===== config.mk =====
export PLATFORM = sky130hd
export DESIGN_NAME = blackparrot_fpga_host_axil_nbf_fifo
export DESIGN_NICKNAME = d
export VERILOG_FILES = /design/src/rtl/blackparrot_fpga_host_pkg.sv /design/src/rtl/bsg_fifo_1r1w_small.sv /design/src/rtl/blackparrot_fpga_host_axil_nbf_fifo.sv
export SDC_FILE = /design/constraint.sdc
export NUM_CORES = 1
export LEC_CHECK = 0
export ABC_AREA = 1
export BUFFER_PORTS_ARGS = -buffer_cell sky130_fd_sc_hd__buf_2
export CAP_MARGIN = 40
export CORE_AREA = 3 3 406 207
export DETAILED_ROUTE_END_ITERATION = 8
export DIE_AREA = 0 0 409 210
export PLACE_DENSITY_LB_ADDON = 0.25
export SYNTH_ARGS = -nofsm -noshare
export SYNTH_HDL_FRONTEND = slang
export SYNTH_SLANG_ARGS = --single-unit

===== constraint.sdc =====
create_clock -name clk_i -period 3.45 [get_ports clk_i]
set_input_delay 0.69 -clock clk_i [delete_from_list [all_inputs] [get_ports clk_i]]
set_output_delay 0.69 -clock clk_i [all_outputs]
set_load 0.005 [all_outputs]

===== src/rtl/blackparrot_fpga_host_pkg.sv =====
// Shared constants for the host NBF AXI4-Lite front end: register offsets,
// AXI response codes and the write-path FSM encoding.
package blackparrot_fpga_host_pkg;

   localparam logic [3:0] host_nbf_data_addr_gp  = 4'h0;
   localparam logic [3:0] host_nbf_free_addr_gp  = 4'h4;
   localparam logic [3:0] host_nbf_count_addr_gp = 4'h8;
   localparam logic [3:0] host_nbf_ctrl_addr_gp  = 4'hC;

   localparam logic [1:0] axil_resp_okay_gp   = 2'b00;
   localparam logic [1:0] axil_resp_slverr_gp = 2'b10;

   typedef enum logic [1:0] {
      e_wr_idle = 2'd0,
      e_wr_exec = 2'd1,
      e_wr_resp = 2'd2
   } host_nbf_wr_state_e;

endpackage


===== src/rtl/bsg_fifo_1r1w_small.sv =====
// Small one-read/one-write FIFO with registered full/empty flags.
// The head word is presented combinationally from the storage array.
module bsg_fifo_1r1w_small #(
   parameter int width_p = 32,
   parameter int els_p   = 16
) (
   input  logic               clk_i,
   input  logic               reset_i,
   input  logic               v_i,
   input  logic [width_p-1:0] data_i,
   output logic               ready_o,
   output logic               v_o,
   output logic [width_p-1:0] data_o,
   input  logic               yumi_i
);

   localparam int ptr_width_lp = $clog2(els_p);

   logic [width_p-1:0]      mem_r [els_p];
   logic [ptr_width_lp-1:0] wptr_r, rptr_r;
   logic                    full_r, empty_r;
   logic                    enq, deq;

   assign ready_o = ~full_r;
   assign v_o     = ~empty_r;
   assign data_o  = mem_r[rptr_r];

   assign enq = v_i & ~full_r;
   assign deq = yumi_i & ~empty_r;

   // Flags only move when occupancy actually changes; enq+deq together is a no-op.
   always_ff @(posedge clk_i) begin
      if (reset_i) begin
         wptr_r  <= '0;
         rptr_r  <= '0;
         full_r  <= 1'b0;
         empty_r <= 1'b1;
      end else begin
         if (enq) wptr_r <= wptr_r + ptr_width_lp'(1);
         if (deq) rptr_r <= rptr_r + ptr_width_lp'(1);
         if (enq & ~deq) begin
            empty_r <= 1'b0;
            full_r  <= ((wptr_r + ptr_width_lp'(1)) == rptr_r);
         end else if (deq & ~enq) begin
            full_r  <= 1'b0;
            empty_r <= ((rptr_r + ptr_width_lp'(1)) == wptr_r);
         end
      end
   end

   always_ff @(posedge clk_i) begin
      if (enq) mem_r[wptr_r] <= data_i;
   end

endmodule


===== src/rtl/blackparrot_fpga_host_axil_nbf_fifo.sv =====
// AXI4-Lite slave that buffers host NBF words written to DATA into a FIFO,
// with FREE/COUNT status registers so software can pace its writes.
module blackparrot_fpga_host_axil_nbf_fifo
   import blackparrot_fpga_host_pkg::*;
#(
   parameter int s_axil_addr_width_p = 32,
   parameter int s_axil_data_width_p = 32,
   parameter int fifo_els_p          = 16
) (
   input  logic                             clk_i,
   input  logic                             reset_i,

   input  logic [s_axil_addr_width_p-1:0]   s_axil_awaddr_i,
   input  logic [2:0]                       s_axil_awprot_i,
   input  logic                             s_axil_awvalid_i,
   output logic                             s_axil_awready_o,

   input  logic [s_axil_data_width_p-1:0]   s_axil_wdata_i,
   input  logic [s_axil_data_width_p/8-1:0] s_axil_wstrb_i,
   input  logic                             s_axil_wvalid_i,
   output logic                             s_axil_wready_o,

   output logic [1:0]                       s_axil_bresp_o,
   output logic                             s_axil_bvalid_o,
   input  logic                             s_axil_bready_i,

   input  logic [s_axil_addr_width_p-1:0]   s_axil_araddr_i,
   input  logic [2:0]                       s_axil_arprot_i,
   input  logic                             s_axil_arvalid_i,
   output logic                             s_axil_arready_o,

   output logic [s_axil_data_width_p-1:0]   s_axil_rdata_o,
   output logic [1:0]                       s_axil_rresp_o,
   output logic                             s_axil_rvalid_o,
   input  logic                             s_axil_rready_i,

   output logic                             nbf_v_o,
   output logic [s_axil_data_width_p-1:0]   nbf_data_o,
   input  logic                             nbf_ready_and_i
);

   localparam int dw_lp        = s_axil_data_width_p;
   localparam int occ_width_lp = $clog2(fifo_els_p) + 1;

   // Handshakes: a beat transfers on a rising edge where valid and ready are
   // both high; valid never waits on ready, and ready depends only on state.
   host_nbf_wr_state_e wr_state_r, wr_state_n;

   logic                  aw_v_r, w_v_r;
   logic [3:0]            aw_addr_r;
   logic [dw_lp-1:0]      w_data_r;
   logic [dw_lp/8-1:0]    w_strb_r;
   logic                  aw_hs, w_hs;

   logic                  fifo_ready, push_v, pop_v, count_clr;
   logic [1:0]            exec_resp, bresp_r;
   logic                  exec_stall;
   logic [occ_width_lp-1:0] occ_r;
   logic [dw_lp-1:0]      count_r, free_w;

   logic                  rvalid_r, ar_hs;
   logic [dw_lp-1:0]      rdata_r;
   logic [1:0]            rresp_r;
   logic [3:0]            rd_addr;

   logic                  unused_inputs;
   assign unused_inputs = ^{s_axil_awprot_i, s_axil_arprot_i,
                            s_axil_awaddr_i[s_axil_addr_width_p-1:4],
                            s_axil_araddr_i[s_axil_addr_width_p-1:4]};

   assign aw_hs = s_axil_awvalid_i & s_axil_awready_o;
   assign w_hs  = s_axil_wvalid_i  & s_axil_wready_o;

   // A full-strobe DATA write into a full FIFO holds in EXEC until a pop frees space.
   assign exec_stall = (aw_addr_r == host_nbf_data_addr_gp) & (&w_strb_r) & ~fifo_ready;

   always_ff @(posedge clk_i) begin
      if (reset_i) wr_state_r <= e_wr_idle;
      else         wr_state_r <= wr_state_n;
   end

   always_comb begin
      wr_state_n = wr_state_r;
      case (wr_state_r)
         e_wr_idle: if ((aw_v_r | aw_hs) & (w_v_r | w_hs)) wr_state_n = e_wr_exec;
         e_wr_exec: if (~exec_stall) wr_state_n = e_wr_resp;
         e_wr_resp: if (s_axil_bready_i) wr_state_n = e_wr_idle;
         default:   wr_state_n = e_wr_idle;
      endcase
   end

   always_comb begin
      s_axil_awready_o = ~aw_v_r & (wr_state_r == e_wr_idle);
      s_axil_wready_o  = ~w_v_r  & (wr_state_r == e_wr_idle);
      s_axil_bvalid_o  = (wr_state_r == e_wr_resp);
      push_v           = 1'b0;
      count_clr        = 1'b0;
      exec_resp        = axil_resp_slverr_gp;
      if (wr_state_r == e_wr_exec) begin
         case (aw_addr_r)
            host_nbf_data_addr_gp: if (&w_strb_r) begin
               exec_resp = axil_resp_okay_gp;
               push_v    = fifo_ready;
            end
            host_nbf_ctrl_addr_gp: begin
               exec_resp = axil_resp_okay_gp;
               count_clr = w_data_r[0];
            end
            default: exec_resp = axil_resp_slverr_gp;
         endcase
      end
   end

   // Holding registers stay occupied until the B beat retires the write.
   always_ff @(posedge clk_i) begin
      if (reset_i) begin
         aw_v_r    <= 1'b0;
         w_v_r     <= 1'b0;
         aw_addr_r <= '0;
         w_data_r  <= '0;
         w_strb_r  <= '0;
         bresp_r   <= axil_resp_okay_gp;
      end else begin
         if (aw_hs) begin
            aw_v_r    <= 1'b1;
            aw_addr_r <= s_axil_awaddr_i[3:0];
         end else if (s_axil_bvalid_o & s_axil_bready_i) begin
            aw_v_r    <= 1'b0;
         end
         if (w_hs) begin
            w_v_r    <= 1'b1;
            w_data_r <= s_axil_wdata_i;
            w_strb_r <= s_axil_wstrb_i;
         end else if (s_axil_bvalid_o & s_axil_bready_i) begin
            w_v_r    <= 1'b0;
         end
         if ((wr_state_r == e_wr_exec) & ~exec_stall) bresp_r <= exec_resp;
      end
   end

   assign s_axil_bresp_o = bresp_r;

   assign pop_v = nbf_v_o & nbf_ready_and_i;

   bsg_fifo_1r1w_small #(
      .width_p (dw_lp),
      .els_p   (fifo_els_p)
   ) fifo (
      .clk_i   (clk_i),
      .reset_i (reset_i),
      .v_i     (push_v),
      .data_i  (w_data_r),
      .ready_o (fifo_ready),
      .v_o     (nbf_v_o),
      .data_o  (nbf_data_o),
      .yumi_i  (pop_v)
   );

   always_ff @(posedge clk_i) begin
      if (reset_i) begin
         occ_r   <= '0;
         count_r <= '0;
      end else begin
         case ({push_v, pop_v})
            2'b10:   occ_r <= occ_r + occ_width_lp'(1);
            2'b01:   occ_r <= occ_r - occ_width_lp'(1);
            default: occ_r <= occ_r;
         endcase
         if (count_clr)   count_r <= '0;
         else if (push_v) count_r <= count_r + dw_lp'(1);
      end
   end

   assign free_w = dw_lp'(fifo_els_p) - dw_lp'(occ_r);

   assign rd_addr          = s_axil_araddr_i[3:0];
   assign s_axil_arready_o = ~rvalid_r;
   assign ar_hs            = s_axil_arvalid_i & s_axil_arready_o;

   always_ff @(posedge clk_i) begin
      if (reset_i) begin
         rvalid_r <= 1'b0;
         rdata_r  <= '0;
         rresp_r  <= axil_resp_okay_gp;
      end else if (ar_hs) begin
         rvalid_r <= 1'b1;
         case (rd_addr)
            host_nbf_free_addr_gp: begin
               rdata_r <= free_w;
               rresp_r <= axil_resp_okay_gp;
            end
            host_nbf_count_addr_gp: begin
               rdata_r <= count_r;
               rresp_r <= axil_resp_okay_gp;
            end
            default: begin
               rdata_r <= '0;
               rresp_r <= axil_resp_slverr_gp;
            end
         endcase
      end else if (s_axil_rready_i) begin
         rvalid_r <= 1'b0;
      end
   end

   assign s_axil_rvalid_o = rvalid_r;
   assign s_axil_rdata_o  = rdata_r;
   assign s_axil_rresp_o  = rresp_r;

endmodule


Word level (Yosys, flattened, before mapping):

Memory sizes are Yosys's and may differ from the RTL's. A register that Yosys moved wholly into a read port is not among the register bits.
Index checks and enable logic that the tools add are counted.

* memories: 1
* bits in registers: 128
* logic and storage cells: 99
* RAM bits: 512

* reductions and logical operators: 11
* eq/ne operators: 12
* multiplexer cells: 28
* bitwise operators: 25
* add/sub/neg operators: 6

Memories
* fifo.mem_r: depth 16, bits a word 32, rd ports 1, clocked after memory_dff 1, write ports 1, RTL line bsg_fifo_1r1w_small.sv:19 `logic [width_p-1:0] mem_r [els_p];`

Operator list (count)
* one-hot mux 32 bit (2 select lines): 1
* adder 32 x 1 -> 32 bit (second input constant): 1
* two-way mux 1 bit: 16
* AND 1 bit: 15
* two-way mux 2 bit: 6
* one-hot mux 5 bit (2 select lines): 1
* nonzero test 2 bit: 5
* adder 4 x 1 -> 4 bit (second input constant): 2
* equality test 4 bit: 2
* equality test 4 bit (second input constant): 2
* two-way mux 4 bit: 2
* NOT 1 bit: 8
* one-hot mux 2 bit (3 select lines): 1
* subtractor 5 x 5 -> 6 bit (first input constant): 1
* adder 5 x 1 -> 5 bit (second input constant): 1
* subtractor 5 x 1 -> 5 bit (second input constant): 1
* equality test 2 x 1 -> 1 bit (second input constant): 2
* equality test 2 bit (second input constant): 2
* equality test 4 x 3 -> 1 bit (second input constant): 1
* logical NOT 4 bit: 1
* != test 2 bit (second input constant): 2
* one-hot mux 2 bit (2 select lines): 1
* AND reduction 4 bit: 1
* OR reduction 2 bit: 2
* 4 further kinds: 5

Depth between registers and ports, before layout:

* depth after elaboration: 9
* depth in mapped cells: 16

By module:

From an unflattened synthesis, not the netlist that was laid out.

* cell total of the unflattened synthesis: 2494
* area, all modules: 27035.9 µm²

Modules (own cells, without submodules)
* bsg_fifo_1r1w_small: instances 1, cells an instance 1741, area each 21717.1 µm², sequential area each 15655.0 µm²
* blackparrot_fpga_host_axil_nbf_fifo: instances 1, cells an instance 753, area each 5318.9 µm², sequential area each 2322.2 µm²

Worst setup path after synthesis:

OpenSTA, ideal clock, no wires.

* kind: register -> register
* start: register aw_addr_r[2]
* end: memory fifo.mem_r[0][0], enable pin
* library setup time: 0.421 ns
* stages on the path, launching flop included: 8
* slack: 0.645 ns
* clock period less this slack: 2.805 ns
* arrival: 2.384 ns
* data required time: 3.029 ns
* buffers on the path: 0
* cell sequence: dfxtp_1 inv_1 nand2_1 nor2_1 nand3_4 clkinv_1 nand2_1 nor2_1

* longest elaborated chain between the ends: 6

Ends and longest elaborated chain
* start: declaration: RTL line blackparrot_fpga_host_axil_nbf_fifo.sv:50 `logic [3:0] aw_addr_r;`
* start signal: assignment: RTL line blackparrot_fpga_host_axil_nbf_fifo.sv:126 `aw_addr_r <= s_axil_awaddr_i[3:0];`
* logical NOT 4 bit: RTL line blackparrot_fpga_host_axil_nbf_fifo.sv:100 `case (aw_addr_r)`
* two-way mux 1 bit: RTL line blackparrot_fpga_host_axil_nbf_fifo.sv:100
* two-way mux 1 bit: RTL line blackparrot_fpga_host_axil_nbf_fifo.sv:99 `if (wr_state_r == e_wr_exec) begin`
* AND 1 bit: RTL line bsg_fifo_1r1w_small.sv:28 `assign enq = v_i & ~full_r;`
* named net fifo.enq: RTL line bsg_fifo_1r1w_small.sv:22 `logic enq, deq;`
* two-way mux 1 bit: RTL line bsg_fifo_1r1w_small.sv:52 `if (enq) mem_r[wptr_r] <= data_i;`
* two-way mux 1 bit (implied by the code): RTL line bsg_fifo_1r1w_small.sv:52
* end: declaration: RTL line bsg_fifo_1r1w_small.sv:19

The timed path passes the listed nets, and every way through them passes these cells.

==> impl_metrics.env <==
export IMPL_layout_drive_gt1_share_pct=12.8
export IMPL_syn_area_mm2=0.0258
export IMPL_endpoint="nbf_data_o[23]"
export IMPL_place_port_buffers=123
export IMPL_vias=18200
export IMPL_drt_iter0_drc=1871
export IMPL_ios=188
export IMPL_worst_pin_slew_ps=905
export IMPL_crit_arrival_ps=2660
export IMPL_die_h_um=210
export IMPL_setup_violations=0
export IMPL_leakage_nw=10.2
export IMPL_grt_pass1_wl_mm=112
export IMPL_cts_sinks=642
export IMPL_powerDensity_mw_per_mm2=544
export IMPL_yosysUniqueCellTypes=39
export IMPL_place_congestion=0.897
export IMPL_yosys_area_top_type="edfxtp_1"
export IMPL_ys_top_cells_by_area="edfxtp_1, dfxtp_1, nor2_1"
export IMPL_reg2reg_depth=7
export IMPL_hold_viol=0
export IMPL_outcome="completed"
export IMPL_grt_overflow=0
export IMPL_cts_reportedPaths_clkPinSlew_ps=70
export IMPL_synth_seq_cells=642
export IMPL_critPathKind="reg2out"
export IMPL_slew_headroom_pct=39.6
export IMPL_final_nets=2497
export IMPL_rsz0062_at_grt="yes"
export IMPL_crit_required_ps=2760
export IMPL_drv_slew=0
export IMPL_power_total_mw=16.4
export IMPL_final_min_clock_period_ps=3350
export IMPL_yosys_warnings=0
export IMPL_yosysSeqAreaShare_pct=69.6
export IMPL_synth_cells=2270
export IMPL_htreeDepth=2
export IMPL_fp_dieW_um=409
export IMPL_peakVddDrop_mv=0.397
export IMPL_max_freq_ghz=0.299
export IMPL_fillerInstances=7849
export IMPL_numCtsBuffers=58
export IMPL_r2r_start="wr_state_r[0]"
export IMPL_synth_top_area_share_pct=59.5
export IMPL_hold_ws_ps=315
export IMPL_grt_start_max_net_pins=90
export IMPL_initial_core_util_pct=31.9
export IMPL_coreArea_mm2=0.0810
export IMPL_antenna_left=0
export IMPL_drt_pre_antenna_iters=5
export IMPL_cts_tree="built"
export IMPL_crit_path_end_kind="output port"
export IMPL_first_global_vias=17300
export IMPL_hp_class="in2reg"
export IMPL_clk_latency_ps=650
export IMPL_avgSynthCellArea_um2=11.4
export IMPL_cp_start_kind="flop"
export IMPL_worstReg2RegEnd="fifo.mem_r[11][0]"
export IMPL_wl_per_cell_um=21.5
export IMPL_finalCritPeriodShare_pct=97.0
export IMPL_track_usage_pct=17.1
export IMPL_via_per_inst=5.16
export IMPL_routed_wirelength_mm=75.6
export IMPL_finalClockSkew_ps=24.7
export IMPL_cap_violations=0
export IMPL_cts_buffer_depth=3
export IMPL_antenna_found_initial=0
export IMPL_root_buffer="clkbuf_16"
export IMPL_dp_hpwl_mm=44.9
export IMPL_final_cell_mix="edfxtp_1, nor2_1, o21ai_0"
export IMPL_timing_critical_path_fanout_max=33
export IMPL_r2r_setup_slack_ps=950
export IMPL_remaining_drc_errors=0
export IMPL_die_area_mm2=0.0859
export IMPL_final_common_cell="edfxtp_1"
export IMPL_areaGrowthSynthToFinish_pct=16.4
export IMPL_num_rows=74
state kept, by name, summed over array words and instances, names as in the netlist, named ones only:
| signal | count |
|---|---|
| w_data_r | 32 |
| w_v_r | 1 |
| w_strb_r | 4 |
| fifo.empty_r | 1 |
| s_axil_rvalid_o | 1 |
| aw_addr_r | 4 |
| aw_v_r | 1 |
| fifo.mem_r | 512 |
| s_axil_bresp_o | 1 |
| occ_r | 5 |
| count_r | 32 |
| fifo.full_r | 1 |
| s_axil_rdata_o | 32 |
| s_axil_rresp_o | 1 |
| fifo.rptr_r | 4 |
| fifo.wptr_r | 4 |
| wr_state_r | 2 |
cell usage after synthesis:
library cell and n:
o2111ai_1 1, nand3_1 115, a211oi_1 1, dfxtp_1 130, nor2_2 5, o211ai_1 37
o31ai_1 1, or2_2 1, o22ai_1 18, conb_1 1, o21ai_0 277, a31oi_4 1
nand3_4 1, buf_6 2, buf_2 41, edfxtp_1 512, o221ai_1 94, nand3b_1 4
a21oi_1 111, a31oi_1 2, inv_1 82, nand2_1 272, o21a_1 1, inv_2 3
o21ai_1 32, clkinv_1 3, nand4_1 7, o21bai_1 1, or3_1 1, buf_1 3
nor2_1 373, a21boi_0 1, nor2_4 1, buf_4 7, nor3_1 6, clkbuf_1 90
ha_1 12, xor2_1 14, xnor2_1 6
kinds of logic (layout without fill, tap and decap cells):
group                    count (synthesis)  count (layout)  synth area share [%]
adder cells (fa/ha/maj)                 12              12                 0.581
other                                    1               3                0.0145
AO/OA/AOI/OAI                          578             578                  13.1
flip-flops                             642             642                  69.6
buffers and inverters                  231             380                  3.71
AND/OR/NAND/NOR                        786             786                  12.3
XOR/XNOR                                20              20                 0.678
critical path: stages, from the launching register on:
cell	delay, ps
dfxtp_4	480
inv_2	120
buf_4	390
o21ai_0	170
o221ai_1	360
nand3_1	200
nand2_1	140
buf_2	120
power by group:
group / switching, mW / total, mW / leakage (nW) / internal [mW]
logic: 0.451 / 0.651 / 3.42 / 0.200
registers: 0.345 / 9.03 / 5.78 / 8.69
clock network: 3.01 / 6.68 / 0.969 / 3.67
how the worst min path moves through the flow:
stage	startpoint	end	slack, ps	cells past startpoint
2_1_floorplan	fifo.empty_r	fifo.empty_r	440	2
3_3_place_gp	w_v_r	w_v_r	460	2
3_5_place_dp	aw_addr_r[0]	aw_addr_r[0]	460	2
4_1_cts	s_axil_wdata_i[18]	w_data_r[18]	270	3
5_1_grt	s_axil_wdata_i[20]	w_data_r[20]	310	3
6_report	s_axil_wdata_i[18]	w_data_r[18]	310	3
layout make-up:
type | count | area [µm²] | share of cell area (%)
flip-flops and latches | 642 | 18000 | 59.8
clock inverters | 32 | 330 | 1.10
inverters | 88 | 338 | 1.12
clock buffers | 77 | 1640 | 5.44
diodes | 1 | 2.50 | 0.00832
repair buffers | 183 | 1370 | 4.55
multi-input cells | 1398 | 7020 | 23.4
well taps | 1102 | 1380 | 4.59
stage by stage:
stage | cell area (µm²) | setup TNS [ps] | worst slack [ps] | utilization [%] | cells
after detailed placement | 28000 | 0 | 647 | 34.6 | 3411
after CTS | 30000 | 0 | 26.9 | 37.0 | 3520
after floorplan | 25800 | 0 | 645 | - | 2271
after global routing | 30100 | -36.1 | -22.6 | 37.1 | 3522
final | 30100 | 0 | 103 | 37.1 | 3523
after global placement | 28000 | 0 | 469 | 34.5 | 3409
routing by layer:
layer	up-vias	routed length, µm	GRT usage, %
li1	8384	-	-
met1	9140	37600	26.7
met2	570	31900	24.8
met3	81	5110	3.03
met4	0	1000	3.25
met5	-	0	0
repair_timing:
| item | CTS | global route |
|---|---|---|
| gates resized for setup | 2 | 1 |
| hold buffers | 0 | 0 |
| setup endpoints to repair | 8 | 23 |
| cloned | 0 | 1 |
| hold endpoints to repair | 0 | 0 |
| buffers inserted | 0 | 1 |
No activity file was read; power rests on OpenSTA's default activity.
